`config.mk`:
```
export PLATFORM = sky130hd
export DESIGN_NAME = mem_port_arbiter_flat
export DESIGN_NICKNAME = d
export VERILOG_FILES = /design/src/rtl/mem_port_arbiter_pkg.sv /design/src/rtl/mem_port_arbiter_if.sv /design/src/rtl/mem_port_arbiter_req_latch.sv /design/src/rtl/mem_port_arbiter.sv /design/src/flat_wrapper.sv
export SDC_FILE = /design/constraint.sdc
export NUM_CORES = 1
export LEC_CHECK = 0
export BUFFER_PORTS_ARGS = -buffer_cell sky130_fd_sc_hd__buf_2
export CAP_MARGIN = 5
export CORE_MARGIN = 2
export CORE_UTILIZATION = 46
export DETAILED_ROUTE_END_ITERATION = 6
export MAX_ROUTING_LAYER = met4
export PLACE_DENSITY = 0.75
export SLEW_MARGIN = 20
export SYNTH_ARGS = -nofsm -noshare
export SYNTH_HDL_FRONTEND = slang
export SYNTH_HIERARCHICAL = 1
export SYNTH_SLANG_ARGS = --single-unit
```
`constraint.sdc`:
```
create_clock -name clk -period 1.8 [get_ports clk]
set_input_delay 0.27 -clock clk [delete_from_list [all_inputs] [get_ports clk]]
set_output_delay 0.27 -clock clk [all_outputs]
set_load 0.01 [all_outputs]
```
`src/rtl/mem_port_arbiter_pkg.sv`:
```
// Shared types and helpers for the single-port memory arbiter that muxes
// instruction fetch and load/store traffic onto one backing memory port.
package mem_port_arbiter_pkg;

  typedef enum logic {
    MEM_PORT_IMEM = 1'b0,
    MEM_PORT_DMEM = 1'b1
  } e_mem_port;

  typedef enum logic [1:0] {
    MEM_ARB_IDLE      = 2'd0,
    MEM_ARB_WAIT_IMEM = 2'd1,
    MEM_ARB_WAIT_DMEM = 2'd2
  } e_mem_arb_state;

  localparam int unsigned MEM_ARB_NUM_PORTS = 2;

  // Round-robin pick: a lone requester always wins; on a tie the port that
  // did not receive the previous grant goes first.
  function automatic e_mem_port mem_arb_pick(
    input logic      imem_valid,
    input logic      dmem_valid,
    input e_mem_port last_grant
  );
    e_mem_port pick;
    pick = MEM_PORT_IMEM;
    if (imem_valid && dmem_valid) begin
      if (last_grant == MEM_PORT_DMEM) begin
        pick = MEM_PORT_IMEM;
      end else begin
        pick = MEM_PORT_DMEM;
      end
    end else if (dmem_valid) begin
      pick = MEM_PORT_DMEM;
    end
    return pick;
  endfunction

  function automatic e_mem_arb_state mem_arb_wait_state(input e_mem_port port);
    e_mem_arb_state st;
    if (port == MEM_PORT_DMEM) begin
      st = MEM_ARB_WAIT_DMEM;
    end else begin
      st = MEM_ARB_WAIT_IMEM;
    end
    return st;
  endfunction

endpackage

```
`src/rtl/mem_port_arbiter_if.sv`:
```
// Bundle of requester-side and memory-side handshake signals around the
// arbiter; slave is the arbiter's view, master is the core/memory view.
interface mem_port_arbiter_if #(
  parameter int DATA_WIDTH  = 64,
  parameter int FETCH_WIDTH = 64
);
  localparam int SIZE_WIDTH = $clog2(FETCH_WIDTH / 8);

  logic                   imem_rd_en_i;
  logic [DATA_WIDTH-1:0]  imem_addr_i;
  logic                   imem_busy_o;
  logic                   imem_rdy_o;
  logic [FETCH_WIDTH-1:0] imem_rd_data_o;

  logic                   dmem_rd_en_i;
  logic                   dmem_wr_en_i;
  logic [DATA_WIDTH-1:0]  dmem_addr_i;
  logic [SIZE_WIDTH-1:0]  dmem_wr_size_i;
  logic [FETCH_WIDTH-1:0] dmem_wr_data_i;
  logic                   dmem_busy_o;
  logic                   dmem_rdy_o;
  logic [FETCH_WIDTH-1:0] dmem_rd_data_o;

  logic                   mem_rd_en_o;
  logic                   mem_wr_en_o;
  logic [DATA_WIDTH-1:0]  mem_addr_o;
  logic [SIZE_WIDTH-1:0]  mem_wr_size_o;
  logic [FETCH_WIDTH-1:0] mem_wr_data_o;
  logic                   mem_busy_i;
  logic                   mem_rdy_i;
  logic [FETCH_WIDTH-1:0] mem_rd_data_i;

  modport slave (
    input  imem_rd_en_i, imem_addr_i,
    output imem_busy_o, imem_rdy_o, imem_rd_data_o,
    input  dmem_rd_en_i, dmem_wr_en_i, dmem_addr_i, dmem_wr_size_i, dmem_wr_data_i,
    output dmem_busy_o, dmem_rdy_o, dmem_rd_data_o,
    output mem_rd_en_o, mem_wr_en_o, mem_addr_o, mem_wr_size_o, mem_wr_data_o,
    input  mem_busy_i, mem_rdy_i, mem_rd_data_i
  );

  modport master (
    output imem_rd_en_i, imem_addr_i,
    input  imem_busy_o, imem_rdy_o, imem_rd_data_o,
    output dmem_rd_en_i, dmem_wr_en_i, dmem_addr_i, dmem_wr_size_i, dmem_wr_data_i,
    input  dmem_busy_o, dmem_rdy_o, dmem_rd_data_o,
    input  mem_rd_en_o, mem_wr_en_o, mem_addr_o, mem_wr_size_o, mem_wr_data_o,
    output mem_busy_i, mem_rdy_i, mem_rd_data_i
  );

endinterface

```
`src/rtl/mem_port_arbiter_req_latch.sv`:
```
// One-entry request holding register: captures a request when empty and
// ignores further enables until the arbiter clears it on completion.
module mem_req_latch #(
  parameter int DATA_WIDTH  = 64,
  parameter int FETCH_WIDTH = 64,
  localparam int SIZE_WIDTH = $clog2(FETCH_WIDTH / 8)
) (
  input  logic                   clk,
  input  logic                   rst,
  input  logic                   rd_en,
  input  logic                   wr_en,
  input  logic [DATA_WIDTH-1:0]  addr,
  input  logic [SIZE_WIDTH-1:0]  wr_size,
  input  logic [FETCH_WIDTH-1:0] wr_data,
  input  logic                   clr,
  output logic                   valid,
  output logic                   is_write,
  output logic [DATA_WIDTH-1:0]  held_addr,
  output logic [SIZE_WIDTH-1:0]  held_size,
  output logic [FETCH_WIDTH-1:0] held_data
);

  logic                   valid_reg;
  logic                   is_write_reg;
  logic [DATA_WIDTH-1:0]  addr_reg;
  logic [SIZE_WIDTH-1:0]  size_reg;
  logic [FETCH_WIDTH-1:0] data_reg;
  logic                   accept;

  // A simultaneous read+write enable is captured as a write.
  assign accept = (rd_en || wr_en) && !valid_reg;

  always_ff @(posedge clk) begin
    if (rst) begin
      valid_reg    <= 1'b0;
      is_write_reg <= 1'b0;
      addr_reg     <= '0;
      size_reg     <= '0;
      data_reg     <= '0;
    end else if (clr) begin
      valid_reg <= 1'b0;
    end else if (accept) begin
      valid_reg    <= 1'b1;
      is_write_reg <= wr_en;
      addr_reg     <= addr;
      size_reg     <= wr_size;
      data_reg     <= wr_data;
    end
  end

  assign valid     = valid_reg;
  assign is_write  = is_write_reg;
  assign held_addr = addr_reg;
  assign held_size = size_reg;
  assign held_data = data_reg;

endmodule

```
`src/rtl/mem_port_arbiter.sv`:
```
// Round-robin arbiter sharing one memory port between fetch and load/store
// requesters; one transaction outstanding, issue driven from latched state.
module mem_port_arbiter
  import mem_port_arbiter_pkg::*;
#(
  parameter int DATA_WIDTH  = 64,
  parameter int FETCH_WIDTH = 64
) (
  input logic               clk,
  input logic               rst,
  mem_port_arbiter_if.slave bus
);

  localparam int SIZE_WIDTH = $clog2(FETCH_WIDTH / 8);

  logic [MEM_ARB_NUM_PORTS-1:0] req_rd_en;
  logic [MEM_ARB_NUM_PORTS-1:0] req_wr_en;
  logic [DATA_WIDTH-1:0]        req_addr [MEM_ARB_NUM_PORTS];
  logic [SIZE_WIDTH-1:0]        req_size [MEM_ARB_NUM_PORTS];
  logic [FETCH_WIDTH-1:0]       req_data [MEM_ARB_NUM_PORTS];

  logic [MEM_ARB_NUM_PORTS-1:0] lat_clr;
  logic [MEM_ARB_NUM_PORTS-1:0] lat_valid;
  logic [MEM_ARB_NUM_PORTS-1:0] lat_is_write;
  logic [DATA_WIDTH-1:0]        lat_addr [MEM_ARB_NUM_PORTS];
  logic [SIZE_WIDTH-1:0]        lat_size [MEM_ARB_NUM_PORTS];
  logic [FETCH_WIDTH-1:0]       lat_data [MEM_ARB_NUM_PORTS];

  e_mem_arb_state state_reg, state_next;
  e_mem_port      last_grant_reg, last_grant_next;
  e_mem_port      winner;
  e_mem_port      sel_port;
  logic           sel_active;
  logic           issue_rd;
  logic           issue_wr;

  // Fetch never writes, so its latch write inputs are tied off.
  assign req_rd_en[MEM_PORT_IMEM] = bus.imem_rd_en_i;
  assign req_wr_en[MEM_PORT_IMEM] = 1'b0;
  assign req_addr[MEM_PORT_IMEM]  = bus.imem_addr_i;
  assign req_size[MEM_PORT_IMEM]  = '0;
  assign req_data[MEM_PORT_IMEM]  = '0;

  assign req_rd_en[MEM_PORT_DMEM] = bus.dmem_rd_en_i;
  assign req_wr_en[MEM_PORT_DMEM] = bus.dmem_wr_en_i;
  assign req_addr[MEM_PORT_DMEM]  = bus.dmem_addr_i;
  assign req_size[MEM_PORT_DMEM]  = bus.dmem_wr_size_i;
  assign req_data[MEM_PORT_DMEM]  = bus.dmem_wr_data_i;

  for (genvar gi = 0; gi < MEM_ARB_NUM_PORTS; gi++) begin : g_port
    logic                   rdy_reg;
    logic [FETCH_WIDTH-1:0] rd_data_reg;

    mem_req_latch #(
      .DATA_WIDTH (DATA_WIDTH),
      .FETCH_WIDTH(FETCH_WIDTH)
    ) u_latch (
      .clk      (clk),
      .rst      (rst),
      .rd_en    (req_rd_en[gi]),
      .wr_en    (req_wr_en[gi]),
      .addr     (req_addr[gi]),
      .wr_size  (req_size[gi]),
      .wr_data  (req_data[gi]),
      .clr      (lat_clr[gi]),
      .valid    (lat_valid[gi]),
      .is_write (lat_is_write[gi]),
      .held_addr(lat_addr[gi]),
      .held_size(lat_size[gi]),
      .held_data(lat_data[gi])
    );

    // Completion pulse lands the cycle after mem_rdy_i; data holds until
    // this port's next completion.
    always_ff @(posedge clk) begin
      if (rst) begin
        rdy_reg     <= 1'b0;
        rd_data_reg <= '0;
      end else begin
        rdy_reg <= lat_clr[gi];
        if (lat_clr[gi]) begin
          rd_data_reg <= bus.mem_rd_data_i;
        end
      end
    end
  end

  assign winner = mem_arb_pick(lat_valid[MEM_PORT_IMEM], lat_valid[MEM_PORT_DMEM],
                               last_grant_reg);

  always_ff @(posedge clk) begin
    if (rst) begin
      state_reg      <= MEM_ARB_IDLE;
      last_grant_reg <= MEM_PORT_DMEM;
    end else begin
      state_reg      <= state_next;
      last_grant_reg <= last_grant_next;
    end
  end

  always_comb begin
    state_next      = state_reg;
    last_grant_next = last_grant_reg;
    sel_port        = MEM_PORT_IMEM;
    sel_active      = 1'b0;
    issue_rd        = 1'b0;
    issue_wr        = 1'b0;
    lat_clr         = '0;

    case (state_reg)
      MEM_ARB_IDLE: begin
        // Responses arriving here belong to nothing and are dropped.
        if (|lat_valid) begin
          sel_port   = winner;
          sel_active = 1'b1;
          if (!bus.mem_busy_i) begin
            issue_wr        = lat_is_write[winner];
            issue_rd        = !lat_is_write[winner];
            last_grant_next = winner;
            state_next      = mem_arb_wait_state(winner);
          end
        end
      end
      MEM_ARB_WAIT_IMEM: begin
        sel_port   = MEM_PORT_IMEM;
        sel_active = 1'b1;
        if (bus.mem_rdy_i) begin
          lat_clr[MEM_PORT_IMEM] = 1'b1;
          state_next             = MEM_ARB_IDLE;
        end
      end
      MEM_ARB_WAIT_DMEM: begin
        sel_port   = MEM_PORT_DMEM;
        sel_active = 1'b1;
        if (bus.mem_rdy_i) begin
          lat_clr[MEM_PORT_DMEM] = 1'b1;
          state_next             = MEM_ARB_IDLE;
        end
      end
      default: begin
        state_next = MEM_ARB_IDLE;
      end
    endcase
  end

  assign bus.mem_rd_en_o   = issue_rd;
  assign bus.mem_wr_en_o   = issue_wr;
  assign bus.mem_addr_o    = sel_active ? lat_addr[sel_port] : '0;
  assign bus.mem_wr_size_o = sel_active ? lat_size[sel_port] : '0;
  assign bus.mem_wr_data_o = sel_active ? lat_data[sel_port] : '0;

  assign bus.imem_busy_o    = lat_valid[MEM_PORT_IMEM];
  assign bus.dmem_busy_o    = lat_valid[MEM_PORT_DMEM];
  assign bus.imem_rdy_o     = g_port[0].rdy_reg;
  assign bus.dmem_rdy_o     = g_port[1].rdy_reg;
  assign bus.imem_rd_data_o = g_port[0].rd_data_reg;
  assign bus.dmem_rd_data_o = g_port[1].rd_data_reg;

endmodule

```
`src/flat_wrapper.sv`:
```
// flat-port wrapper written by rule: the top's interface ports become plain ports
module mem_port_arbiter_flat import mem_port_arbiter_pkg::*;
#(
  parameter int DATA_WIDTH  = 64,
  parameter int FETCH_WIDTH = 64
)
  (clk, rst, bus_imem_rd_en_i, bus_imem_addr_i, bus_imem_busy_o, bus_imem_rdy_o, bus_imem_rd_data_o, bus_dmem_rd_en_i, bus_dmem_wr_en_i, bus_dmem_addr_i, bus_dmem_wr_size_i, bus_dmem_wr_data_i, bus_dmem_busy_o, bus_dmem_rdy_o, bus_dmem_rd_data_o, bus_mem_rd_en_o, bus_mem_wr_en_o, bus_mem_addr_o, bus_mem_wr_size_o, bus_mem_wr_data_o, bus_mem_busy_i, bus_mem_rdy_i, bus_mem_rd_data_i);
  mem_port_arbiter_if #(.DATA_WIDTH(DATA_WIDTH), .FETCH_WIDTH(FETCH_WIDTH)) bus_i ();
  input logic clk;
  input logic rst;
  input wire logic [$bits(bus_i.imem_rd_en_i)-1:0] bus_imem_rd_en_i;
  input wire logic [$bits(bus_i.imem_addr_i)-1:0] bus_imem_addr_i;
  output wire logic [$bits(bus_i.imem_busy_o)-1:0] bus_imem_busy_o;
  output wire logic [$bits(bus_i.imem_rdy_o)-1:0] bus_imem_rdy_o;
  output wire logic [$bits(bus_i.imem_rd_data_o)-1:0] bus_imem_rd_data_o;
  input wire logic [$bits(bus_i.dmem_rd_en_i)-1:0] bus_dmem_rd_en_i;
  input wire logic [$bits(bus_i.dmem_wr_en_i)-1:0] bus_dmem_wr_en_i;
  input wire logic [$bits(bus_i.dmem_addr_i)-1:0] bus_dmem_addr_i;
  input wire logic [$bits(bus_i.dmem_wr_size_i)-1:0] bus_dmem_wr_size_i;
  input wire logic [$bits(bus_i.dmem_wr_data_i)-1:0] bus_dmem_wr_data_i;
  output wire logic [$bits(bus_i.dmem_busy_o)-1:0] bus_dmem_busy_o;
  output wire logic [$bits(bus_i.dmem_rdy_o)-1:0] bus_dmem_rdy_o;
  output wire logic [$bits(bus_i.dmem_rd_data_o)-1:0] bus_dmem_rd_data_o;
  output wire logic [$bits(bus_i.mem_rd_en_o)-1:0] bus_mem_rd_en_o;
  output wire logic [$bits(bus_i.mem_wr_en_o)-1:0] bus_mem_wr_en_o;
  output wire logic [$bits(bus_i.mem_addr_o)-1:0] bus_mem_addr_o;
  output wire logic [$bits(bus_i.mem_wr_size_o)-1:0] bus_mem_wr_size_o;
  output wire logic [$bits(bus_i.mem_wr_data_o)-1:0] bus_mem_wr_data_o;
  input wire logic [$bits(bus_i.mem_busy_i)-1:0] bus_mem_busy_i;
  input wire logic [$bits(bus_i.mem_rdy_i)-1:0] bus_mem_rdy_i;
  input wire logic [$bits(bus_i.mem_rd_data_i)-1:0] bus_mem_rd_data_i;
  assign bus_i.imem_rd_en_i = bus_imem_rd_en_i;
  assign bus_i.imem_addr_i = bus_imem_addr_i;
  assign bus_imem_busy_o = bus_i.imem_busy_o;
  assign bus_imem_rdy_o = bus_i.imem_rdy_o;
  assign bus_imem_rd_data_o = bus_i.imem_rd_data_o;
  assign bus_i.dmem_rd_en_i = bus_dmem_rd_en_i;
  assign bus_i.dmem_wr_en_i = bus_dmem_wr_en_i;
  assign bus_i.dmem_addr_i = bus_dmem_addr_i;
  assign bus_i.dmem_wr_size_i = bus_dmem_wr_size_i;
  assign bus_i.dmem_wr_data_i = bus_dmem_wr_data_i;
  assign bus_dmem_busy_o = bus_i.dmem_busy_o;
  assign bus_dmem_rdy_o = bus_i.dmem_rdy_o;
  assign bus_dmem_rd_data_o = bus_i.dmem_rd_data_o;
  assign bus_mem_rd_en_o = bus_i.mem_rd_en_o;
  assign bus_mem_wr_en_o = bus_i.mem_wr_en_o;
  assign bus_mem_addr_o = bus_i.mem_addr_o;
  assign bus_mem_wr_size_o = bus_i.mem_wr_size_o;
  assign bus_mem_wr_data_o = bus_i.mem_wr_data_o;
  assign bus_i.mem_busy_i = bus_mem_busy_i;
  assign bus_i.mem_rdy_i = bus_mem_rdy_i;
  assign bus_i.mem_rd_data_i = bus_mem_rd_data_i;
  mem_port_arbiter #(.DATA_WIDTH(DATA_WIDTH), .FETCH_WIDTH(FETCH_WIDTH)) u_core (.clk(clk), .rst(rst), .bus(bus_i));
endmodule
```
==> flow_summary.toml <==
[status]
status = "finished, violations left"
violations = "design-rule violations, negative setup slack"

[critical_path]
worstSetupPathType = "reg -> out"
cp_data_required_time_ns = 1.53
start_kind = "flop"
cpPeakStageDelay_ns = 0.35
slowest_stage = "dfxtp_2"
critPathCaptureType = "primary output"
worstPathMaxFanout = 11
cp_common_cell = "inv_4"
critPathArrivalTime_ns = 2.25
crit_chain = "inv_4 -> ha_4 -> inv_4 -> a21o_4 -> buf_12 -> clkbuf_16 -> a21oi_2 -> buf_2"

[sta]
tightest_slew_ns = 0.605
setup_violations = 249
final.setup.tns_ns = -89.45
fin_skew_ns = 0.0181
fin_crit_sh_pct = 140
fin_crit_ns = 2.52
slew_viol_final = 0
setup_slack_ns = -0.715
maxSlewHeadroom_pct = 59.6
fmaxAchievable_mhz = 398
finalHoldViolCount = 0
grt_setup_unrepaired = "true"

[power_and_ir_drop]
ir_drop_v = 0.000748
p_per_area_nw_per_um2 = 903
p_leak_nw = 12.3
total_power_w = 0.0256

[clock_network]
clock_latency_ns = 0.58
h-tree-depth = 2
clk_pin_slew_ns = 0.06
numClockSinks = 399
cts_buffers = 43
cts-root-buf = "clkbuf_16"
cts_tree = "yes"
cts_buffer_depth = 3

[floorplanning]
core_um2 = 40000
start_util_pct = 46.9
fp.dieH_um = 206
die_w_um = 206
placementRows = 73
die-area_um2 = 42400
pin_count = 531

[detailed_routing]
wirelength_mm = 74.4
vias_per_cell = 5.34
drtPass1Iterations = 7
routedWlPerCell_um = 20.4
route.detailed.drc = 2
ant_nets = 0
initialDrtViolationCount = 1838
vias = 19500

[cells_and_area]
final_nets = 3346
stdcell_count = 3655
drive_above_1_share_pct = 31.3
fillers = 2647
syn2layout_area_growth_pct = 50.9

[placement]
dp_hpwl_mm = 40.6
port_buffers = 530
numPlacedInstances = 3231
gp_congestion = 0.963

[synthesis]
synthMostInstantiatedCell = "nand2b_1"
ys_top_cells_by_area = "dfxtp_1, nand2b_1, mux2i_1"
synthCells = 2185
synth_top_area_share_pct = 42.6
ys.flop_type = "dfxtp_1"
postSynthRegisterBits = 399
yosys_warnings = 6
ys_types = 30
syn_area_per_cell_um2 = 8.59
yosysSeqAreaShare_pct = 42.6
yosys-top-cells-count = "nand2b_1, nand2_1, dfxtp_1"
async_flop_share_pct = 0
yosysTopAreaCell = "dfxtp_1"
syn-cell-area_um2 = 18800
synth-edff-count = 0

[grt]
grt_pass1_wl_mm = 104
track_usage_pct = 32.2
antenna_found_initial = 20
grt_max_degree = 86
grt_pass1_vias = 19100
overflow = 0

[run]
max_cap_violations = 0

[worst_hold_path]
hp-class = "in -> reg"
-- through the flow --
stage / worst slack (ns) / utilization, % / instance area [um^2] / hold WS (ns)
floorplan: -0.0123 / - / 19000 / 0.406
global placement: -0.268 / 56.2 / 22500 / 0.438
detailed placement: -0.289 / 56.2 / 22500 / 0.443
CTS: -0.665 / 67.7 / 27100 / 0.00411
global route: -0.782 / 70.8 / 28300 / 0.0370
finish: -0.715 / 70.8 / 28300 / 0.0328
-- cell families after synthesis --
| logic type | after synthesis | share of synthesized area, % |
|---|---|---|
| and+or+nand+nor | 1062 | 28.6 |
| DFF | 399 | 42.6 |
| AOI/OAI and AO/OA | 276 | 8.61 |
| muxes | 263 | 14.0 |
| buffers and inverters | 180 | 5.91 |
| adders and majority gates | 4 | 0.267 |
| other | 1 | 0.0200 |
-- cell type report --
cell class                 instances  area, um^2  share of cell area [%]
clock inverter                    15         146                   0.517
antenna                           23        57.6                   0.203
sequential                       399        8000                    28.2
timing repair buffer             951        7680                    27.1
multi-input combinational       1676       10500                    37.1
tap                              525         657                    2.32
clock buffer                      61        1260                    4.46
inverter                           5        28.8                   0.102
-- power by group --
group	switching [W]	internal [W]
logic	0.00348	0.00326
clock network	0.00380	0.00519
registers	0.000406	0.00944
total	0.00769	0.0179
-- per-layer routing --
metal  GRT usage [%]  vias to the layer above  share of wire [%]
met2            52.8                     1193                 48
met5               -                        -                  0
met3            9.76                      384                9.6
met1            34.3                     9156                 36
li1                -                     8769                  -
met4            19.3                        0                6.6
-- final timing paths --
check | cells after the start | startpoint | endpoint | slack [ns]
min | 3 | bus_dmem_wr_data_i[36] | u_core/g_port[1].u_latch/held_data[36] | 0.03
max reg2reg | 11 | u_core/state_reg[1] | u_core/g_port[1].u_latch/held_addr[52] | -0.13
max | 8 | u_core/state_reg[0] | bus_mem_addr_o[35] | -0.72
min reg2reg | 2 | u_core/bus.imem_rd_data_o[37] | u_core/bus.imem_rd_data_o[37] | 0.45
-- worst max-delay path: cells and delay by family (launching register included) --
kind,cells,cell delay (ns)
buffers and inverters,5,0.66
AO/OA/AOI/OAI,2,0.38
flip-flops,1,0.35
adder cells (fa/ha/maj),1,0.27
-- timing repair --
action	4_1_cts	5_1_grt
hold endpoints to repair	323	0
gates cloned	8	20
gates resized for setup	88	127
setup endpoints to repair	323	463
hold buffers	260	0
pin swaps	13	18
buffers inserted	9	32
-- cell usage in the layout, fill, tap and decap left out, types with 3 or more instances in the layout --
cell	n
a21oi_1	146
a21oi_2	110
a21oi_4	6
buf_12	40
buf_16	13
buf_2	521
buf_4	71
buf_6	19
buf_8	10
clkbuf_1	6
clkbuf_16	59
clkbuf_8	13
clkinv_2	7
conb_1	70
dfxtp_1	395
dfxtp_2	3
diode_2	23
dlygate4sd3_1	260
inv_4	4
inv_6	4
mux2i_1	256
mux2i_2	3
mux2i_4	4
nand2_1	463
nand2_2	55
nand2_4	5
nand2b_1	525
nor2_1	3
nor3_1	4
o21ai_0	3
Power figures use the tool's default switching activity.
